===== src/rtl/phase_timer_if.sv =====
// phase_timer_if: control and status bundle for phase_timer.
//   st      restart request (count and prescaler to 0)
//   en      count enable (0 = pause)
//   auto_en periodic mode, reload at the top threshold
//   thr     packed thresholds, thr[i*WIDTH +: WIDTH]
//   value   current count
//   tf      per-threshold level flags
//   tp      per-threshold rising pulses
//   sat     count is at its maximum
//   wrap    one-cycle pulse after an auto-reload
// master drives the controls and reads the status; slave is the timer side.
interface phase_timer_if #(
  parameter int WIDTH   = 16,
  parameter int NUM_THR = 4
);
  logic                       st;
  logic                       en;
  logic                       auto_en;
  logic [NUM_THR*WIDTH-1:0]   thr;
  logic [WIDTH-1:0]           value;
  logic [NUM_THR-1:0]         tf;
  logic [NUM_THR-1:0]         tp;
  logic                       sat;
  logic                       wrap;

  modport master (
    output st, en, auto_en, thr,
    input  value, tf, tp, sat, wrap
  );

  modport slave (
    input  st, en, auto_en, thr,
    output value, tf, tp, sat, wrap
  );
endinterface


===== src/rtl/phase_timer.sv =====
// phase_timer: multi-threshold interval timer with prescaler, pause,
// saturation and auto-reload (periodic) mode.
//   clk  rising-edge clock
//   rst  asynchronous active-high reset
//   bus  phase_timer_if slave: st/en/auto_en/thr in, value/tf/tp/sat/wrap out
// Threshold NUM_THR-1 is the top threshold used for auto-reload.
module phase_timer #(
  parameter int WIDTH    = 16,
  parameter int NUM_THR  = 4,
  parameter int PRESCALE = 1
) (
  input  logic          clk,
  input  logic          rst,
  phase_timer_if.slave  bus
);
  localparam int PW = (PRESCALE > 1) ? $clog2(PRESCALE) : 1;
  localparam logic [PW-1:0]    PRE_LAST  = PW'(PRESCALE - 1);
  localparam logic [WIDTH-1:0] VALUE_MAX = '1;

  logic [WIDTH-1:0]   value_q;
  logic [PW-1:0]      pre_q;
  logic [NUM_THR-1:0] tf;
  logic [NUM_THR-1:0] tf_q;
  logic               wrap_q;
  logic               tick;
  logic               top_hit;

  always_comb begin
    tf = '0;
    for (int i = 0; i < NUM_THR; i++) begin
      tf[i] = (value_q >= bus.thr[i*WIDTH +: WIDTH]);
    end
  end

  // The top level flag is exactly the reload condition.
  assign top_hit = tf[NUM_THR-1];
  assign tick    = bus.en & ~bus.st & (pre_q == PRE_LAST);

  always_ff @(posedge clk or posedge rst) begin
    if (rst) begin
      pre_q <= '0;
    end else if (bus.st) begin
      pre_q <= '0;
    end else if (bus.en) begin
      pre_q <= tick ? '0 : pre_q + PW'(1);
    end
  end

  always_ff @(posedge clk or posedge rst) begin
    if (rst) begin
      value_q <= '0;
      wrap_q  <= 1'b0;
    end else begin
      wrap_q <= 1'b0;
      if (bus.st) begin
        value_q <= '0;
      end else if (tick && bus.auto_en && top_hit) begin
        value_q <= '0;
        wrap_q  <= 1'b1;
      end else if (tick && (value_q != VALUE_MAX)) begin
        value_q <= value_q + WIDTH'(1);
      end
    end
  end

  // Reset to all ones so thresholds already met at reset (e.g. 0) do not pulse.
  always_ff @(posedge clk or posedge rst) begin
    if (rst) begin
      tf_q <= '1;
    end else begin
      tf_q <= tf;
    end
  end

  assign bus.value = value_q;
  assign bus.tf    = tf;
  assign bus.tp    = tf & ~tf_q;
  assign bus.sat   = (value_q == VALUE_MAX);
  assign bus.wrap  = wrap_q;
endmodule


===== src/flat_wrapper.sv =====
// flat-port wrapper written by rule: the top's interface ports become plain ports
module phase_timer_flat 
#(
  parameter int WIDTH    = 16,
  parameter int NUM_THR  = 4,
  parameter int PRESCALE = 1
)
  (clk, rst, bus_st, bus_en, bus_auto_en, bus_thr, bus_value, bus_tf, bus_tp, bus_sat, bus_wrap);
  phase_timer_if #(.WIDTH(WIDTH), .NUM_THR(NUM_THR)) bus_i ();
  input  logic clk;
  input  logic rst;
  input wire logic [$bits(bus_i.st)-1:0] bus_st;
  input wire logic [$bits(bus_i.en)-1:0] bus_en;
  input wire logic [$bits(bus_i.auto_en)-1:0] bus_auto_en;
  input wire logic [$bits(bus_i.thr)-1:0] bus_thr;
  output wire logic [$bits(bus_i.value)-1:0] bus_value;
  output wire logic [$bits(bus_i.tf)-1:0] bus_tf;
  output wire logic [$bits(bus_i.tp)-1:0] bus_tp;
  output wire logic [$bits(bus_i.sat)-1:0] bus_sat;
  output wire logic [$bits(bus_i.wrap)-1:0] bus_wrap;
  assign bus_i.st = bus_st;
  assign bus_i.en = bus_en;
  assign bus_i.auto_en = bus_auto_en;
  assign bus_i.thr = bus_thr;
  assign bus_value = bus_i.value;
  assign bus_tf = bus_i.tf;
  assign bus_tp = bus_i.tp;
  assign bus_sat = bus_i.sat;
  assign bus_wrap = bus_i.wrap;
  phase_timer #(.WIDTH(WIDTH), .NUM_THR(NUM_THR), .PRESCALE(PRESCALE)) u_core (.clk(clk), .rst(rst), .bus(bus_i));
endmodule

===== config.mk =====
export PLATFORM = sky130hd
export DESIGN_NAME = phase_timer_flat
export DESIGN_NICKNAME = d
export VERILOG_FILES = /design/src/rtl/phase_timer_if.sv /design/src/rtl/phase_timer.sv /design/src/flat_wrapper.sv
export SDC_FILE = /design/constraint.sdc
export NUM_CORES = 1
export LEC_CHECK = 0
export BUFFER_PORTS_ARGS = -buffer_cell sky130_fd_sc_hd__buf_2
export CAP_MARGIN = 10
export CORE_ASPECT_RATIO = 1.75
export CORE_MARGIN = 4
export CORE_UTILIZATION = 35
export CTS_BUF_LIST = sky130_fd_sc_hd__clkbuf_8
export CTS_CLUSTER_SIZE = 40
export DETAILED_ROUTE_END_ITERATION = 16
export GPL_TIMING_DRIVEN = 0
export SKIP_CTS_REPAIR_TIMING = 1
export SLEW_MARGIN = 20
export SYNTH_ARGS = -nofsm -noshare
export SYNTH_HDL_FRONTEND = slang
export SYNTH_SLANG_ARGS = --single-unit

===== constraint.sdc =====
create_clock -name clk -period 3.75 [get_ports clk]
set_input_delay 1.125 -clock clk [delete_from_list [all_inputs] [get_ports clk]]
set_output_delay 1.125 -clock clk [all_outputs]
set_load 0.01 [all_outputs]

======== Yosys cells after proc, flatten, opt, wreduce, memory -nomap -nowiden ========
Cells that the tools add are included.
operators by class
  $add $sub $neg .......................... 2
  magnitude comparators ................... 4
  equality and inequality tests ........... 2
  mux-type cells .......................... 8
  bitwise logic cells ..................... 6
  reduce and logical (&&, ||, !) cells .... 5
operator list
  kind                   number
  $ge 16x16->1           4
  $mux 16                3
  $add 16x1->16 const B  1
  $eq 16x16->1 const B   1
  $ne 16x16->1 const B   1
  $mux 1                 5
  $and 4x4->4            1
  $not 4->4              1
  $logic_and 1x1->1      3
  $reduce_bool 3->1      1
  $and 1x1->1            2
  $not 1->1              2
  $reduce_bool 2->1      1
  $add 1x1->1 const B    1
storage, ports and cells
  register bits after elaboration ......... 22
  input port bits ......................... 69
  output and inout port bits .............. 26
  word-level logic and storage cells ...... 31

======== Depth between registers and ports, before layout ========
  depth after elaboration ................. 7
  depth in mapped cells ................... 8
  mapped depth without buffers ............ 7

======== Worst setup path before layout ========
OpenSTA, ideal clock, no wires.
  kind .................................... input port to output port
  start point ............................. input port bus_thr[9]
  end point ............................... output port bus_tp[0]
  arrival time ............................ 2495 ps
  required time ........................... 2625 ps
  setup slack ............................. 130 ps
  cell stages on the path ................. 7
  path buffers ............................ 0
  path through ............................ inv_1 ha_1 a21oi_1 o21ai_0 a41oi_1 o31ai_1 nor2b_1
on the way
  word-level cells in the longest chain between the ends .. 2
ends and longest elaborated chain
  item                RTL line            source
  start: declaration  flat_wrapper.sv:15  input wire logic [$bits(bus_i.thr)-1:0] bus_thr;
  $ge 16x16->1        phase_timer.sv:31   tf[i] = (value_q >= bus.thr[i*WIDTH +: WIDTH]);
  via bus_tf[0]       flat_wrapper.sv:17  output wire logic [$bits(bus_i.tf)-1:0] bus_tf;
  $and 4x4->4         phase_timer.sv:77   assign bus.tp = tf & ~tf_q;
  end: declaration    flat_wrapper.sv:18  output wire logic [$bits(bus_i.tp)-1:0] bus_tp;
The timed path passes the listed nets, and every way through them passes these cells.

======== Worst setup path in the final report ========
  start point ............................. input port bus_thr[7]
  end point ............................... output port bus_tp[0]
on the way
  word-level cells in the longest chain between the ends .. 2
ends and longest elaborated chain
  item          RTL line
  $ge 16x16->1  phase_timer.sv:31
  $and 4x4->4   phase_timer.sv:77
No other way between the ends.

==> impl_results.md <==
- CP arrival: 2.54 ns
- CTS buffer count: 3
- Layout Skew: 0.00430 ns
- Worst hold path type: reg2reg
- Clk Latency, worst-skew pair: 0.27 ns
- Initial antenna violation count: 0
- Synth Area in Compound Gates: 0.152
- Top cell type's share of synthesized area: 0.300
- Die area: 9270 µm²
- Seq cells post-synth: 22
- Asr flop ratio synth: 1.00
- Clock-pin slew on the worst setup and hold paths: 0.08 ns
- Synth Area in Simple Gates: 0.205
- Via count: 2,674
- Critical path startpoint category: primary input
- Pin slew with the least headroom to its limit: 0.905 ns
- Final hold violation count: 0
- Final Wtd Congestion: 0.855
- Detailed-route vias per instance: 5.19
- Area post-placement: 3290 µm²
- Post-DP HPWL: 6330 µm
- CTS tree: done
- Starting Density: 0.358
- Drt total wl: 7600 µm
- Top Ports: 95
- Core area: 7570 µm²
- Number of diodes: 0
- Global-route wire length before repair: 12,000 µm
- Setup violations, final: 0
- XOR/XNOR Fraction of Synth Area: 0.0388
- Relative slew slack: 0.396
- Area growth syn-to-layout: 25.7%
- Multiplexer share of the synthesized area: 0
- Unrepaired setup endpoints after global routing: true
- FF-to-FF path depth: 7
- P_leak: 1.99 nW
- Placed Cells: 510
- GRT overflow: 0
- Core Rows: 42
- Largest net degree at the start of global routing: 23
- Critical Path Fanout Max: 3
- Synth Cell Area: 2710 µm²
- Post-layout util: 0.450
- CP required: 2.62 ns
- Total power: 0.554 mW
- Post-Synth Adder-Cell Area: 0.300
- Root buf cell: clkbuf_8
- Seq/Total Area, Yosys: 0.205
- DIE WIDTH: 74.5 µm
- Htree depth: 1
- Fill count: 801
- Die height: 124 µm
- Routed Antenna Nets: 0
- Largest cells by area after synthesis: ha_1, dfrtp_1, inv_1, a21oi_1, nor3_1
- Status: finished, final reports clean
- Largest family of logic cells by synthesized area: adder cells
- Worst r2r dst: u_core.bus.value[0]
- Worst vdd ir: 91.5 µV
- Reg2reg setup slack: 1.27 ns
- Syn Nets: 462
- Crit path to: bus_tp[0]
- Post-layout min period: 3.66 ns
- Syn avg cell area: 8.26 µm²
- Cells after synthesis: 328
- PwrDens: 162 nW/µm²
- Worst Setup End Kind: output pin
- Setup ws final: 0.0882 ns
- Tcrit/Tclk final: 0.976
- F_max: 0.273 GHz
- Leading area contributor after synthesis: ha_1
- Post-synth EDFFs: 0
- Fin nets: 562
- Primary FF master, synth: dfrtp_1
- Dpl ws: -0.0921 ns
- DRC viols: 0
- Share of layout cells above drive strength 1: 0.302
- WL per Instance: 14.8 µm
- GRT Util Overall: 0.163
- Fin area: 3410 µm²
- YS warnings: 0
- Iter 0 DRT Violations: 63
- Port Buffers: 94
- Slew Limit Fails: 0
- Initial DRT Pass Iterations: 4
- Clock Sinks: 22
- Unique masters post-synth: 44
- Vias in the first global route: 2,622
- Non-Filler Instances: 515
- CP Class: in2out
- Maxcap violations: 0
- CP startpoint: bus_thr[7]
- CTS Buffer Depth: 2
- Worst reg2reg startpoint: u_core.bus.value[15]
power breakdown:
part	internal, mW	total [mW]	switching [mW]	leakage (nW)
clock network	0.0939	0.176	0.0820	0.0288
registers	0.240	0.246	0.00678	0.291
logic	0.0614	0.131	0.0700	1.67
worst max-delay path: stages:
cell	delay (ns)
buf_2	0.09
inv_1	0.04
ha_1	0.28
nand2_1	0.07
nor3_1	0.24
a211oi_2	0.13
o31ai_2	0.28
nor2b_1	0.16
buf_2	0.13
layout make-up:
class	count	area [µm²]	area share
Tap cell	88	110	0.0323
Clock buffer	4	55.1	0.0162
Sequential cell	22	556	0.163
Multi-Input combinational cell	237	1940	0.569
Timing Repair Buffer	95	478	0.140
Inverter	63	236	0.0694
Buffer	6	33.8	0.00992
cells in the mapped netlist (all sizes together) (2+ instances only):
master,number
a211oi,3
a2111oi,2
a21oi,25
nor4,4
dfrtp,18
dfstp,4
nor2b,2
nor3,26
and4,2
ha,65
nand3,7
nor4b,2
nor2,14
clkbuf,3
xnor2,12
nand4,10
a31oi,2
inv,63
o31ai,2
a41oi,3
o211ai,2
nor3b,4
o21ai,13
a21o,6
buf,3
nand2,20
how the worst min path moves through the flow:
stage | from | slack [ns] | cells past startpoint | to
final | u_core.pre_q | 0.54 | 1 | u_core.pre_q
after global routing | u_core.pre_q | 0.56 | 1 | u_core.pre_q
after CTS | u_core.pre_q | 0.54 | 1 | u_core.pre_q
after detailed placement | u_core.pre_q | 0.53 | 1 | u_core.pre_q
after global placement | u_core.pre_q | 0.52 | 1 | u_core.pre_q
after floorplan | u_core.pre_q | 0.51 | 1 | u_core.pre_q
cells by family (layout without fill, tap and decap cells):
logic type               Yosys count  count (layout)
XOR/XNOR                          12              12
flip-flops                        22              22
AO/OA/AOI/OAI                     64              64
buffers and inverters             69             168
AND/OR/NAND/NOR                   96              96
adder cells (fa/ha/maj)           65              65
cells in the final DEF (no fill, tap or decap), types with 6 or more instances in the layout:
cell type and n:
a21o_1 6, a21oi_1 24, buf_2 94, dfrtp_1 18
ha_1 65, inv_1 63, nand2_1 20, nand3_1 7
nand4_1 8, nor2_1 13, nor3_1 23, o21ai_0 10
xnor2_1 12
through the flow:
step | hold slack, ns | setup TNS [ns]
final | 0.535 | 0
after global routing | 0.562 | -0.00513
after CTS | 0.541 | -0.221
after detailed placement | 0.530 | -0.184
after global placement | 0.520 | -0.214
after floorplan | 0.509 | 0
state kept, by name (all words and copies together) (netlist names):
register          count
u_core.pre_q          1
u_core.bus.wrap       1
u_core.tf_q           4
u_core.bus.value     16
metal layers:
| layer | up-vias | GRT usage | wire length, µm |
|---|---|---|---|
| met3 | 7 | 0.00889 | 260 |
| li1 | 1362 | - | - |
| met1 | 1254 | 0.166 | 2750 |
| met2 | 51 | 0.332 | 4490 |
| met5 | - | 0 | 0 |
| met4 | 0 | 0.0430 | 106 |
Note: power is estimated with default switching activity, not from simulation.
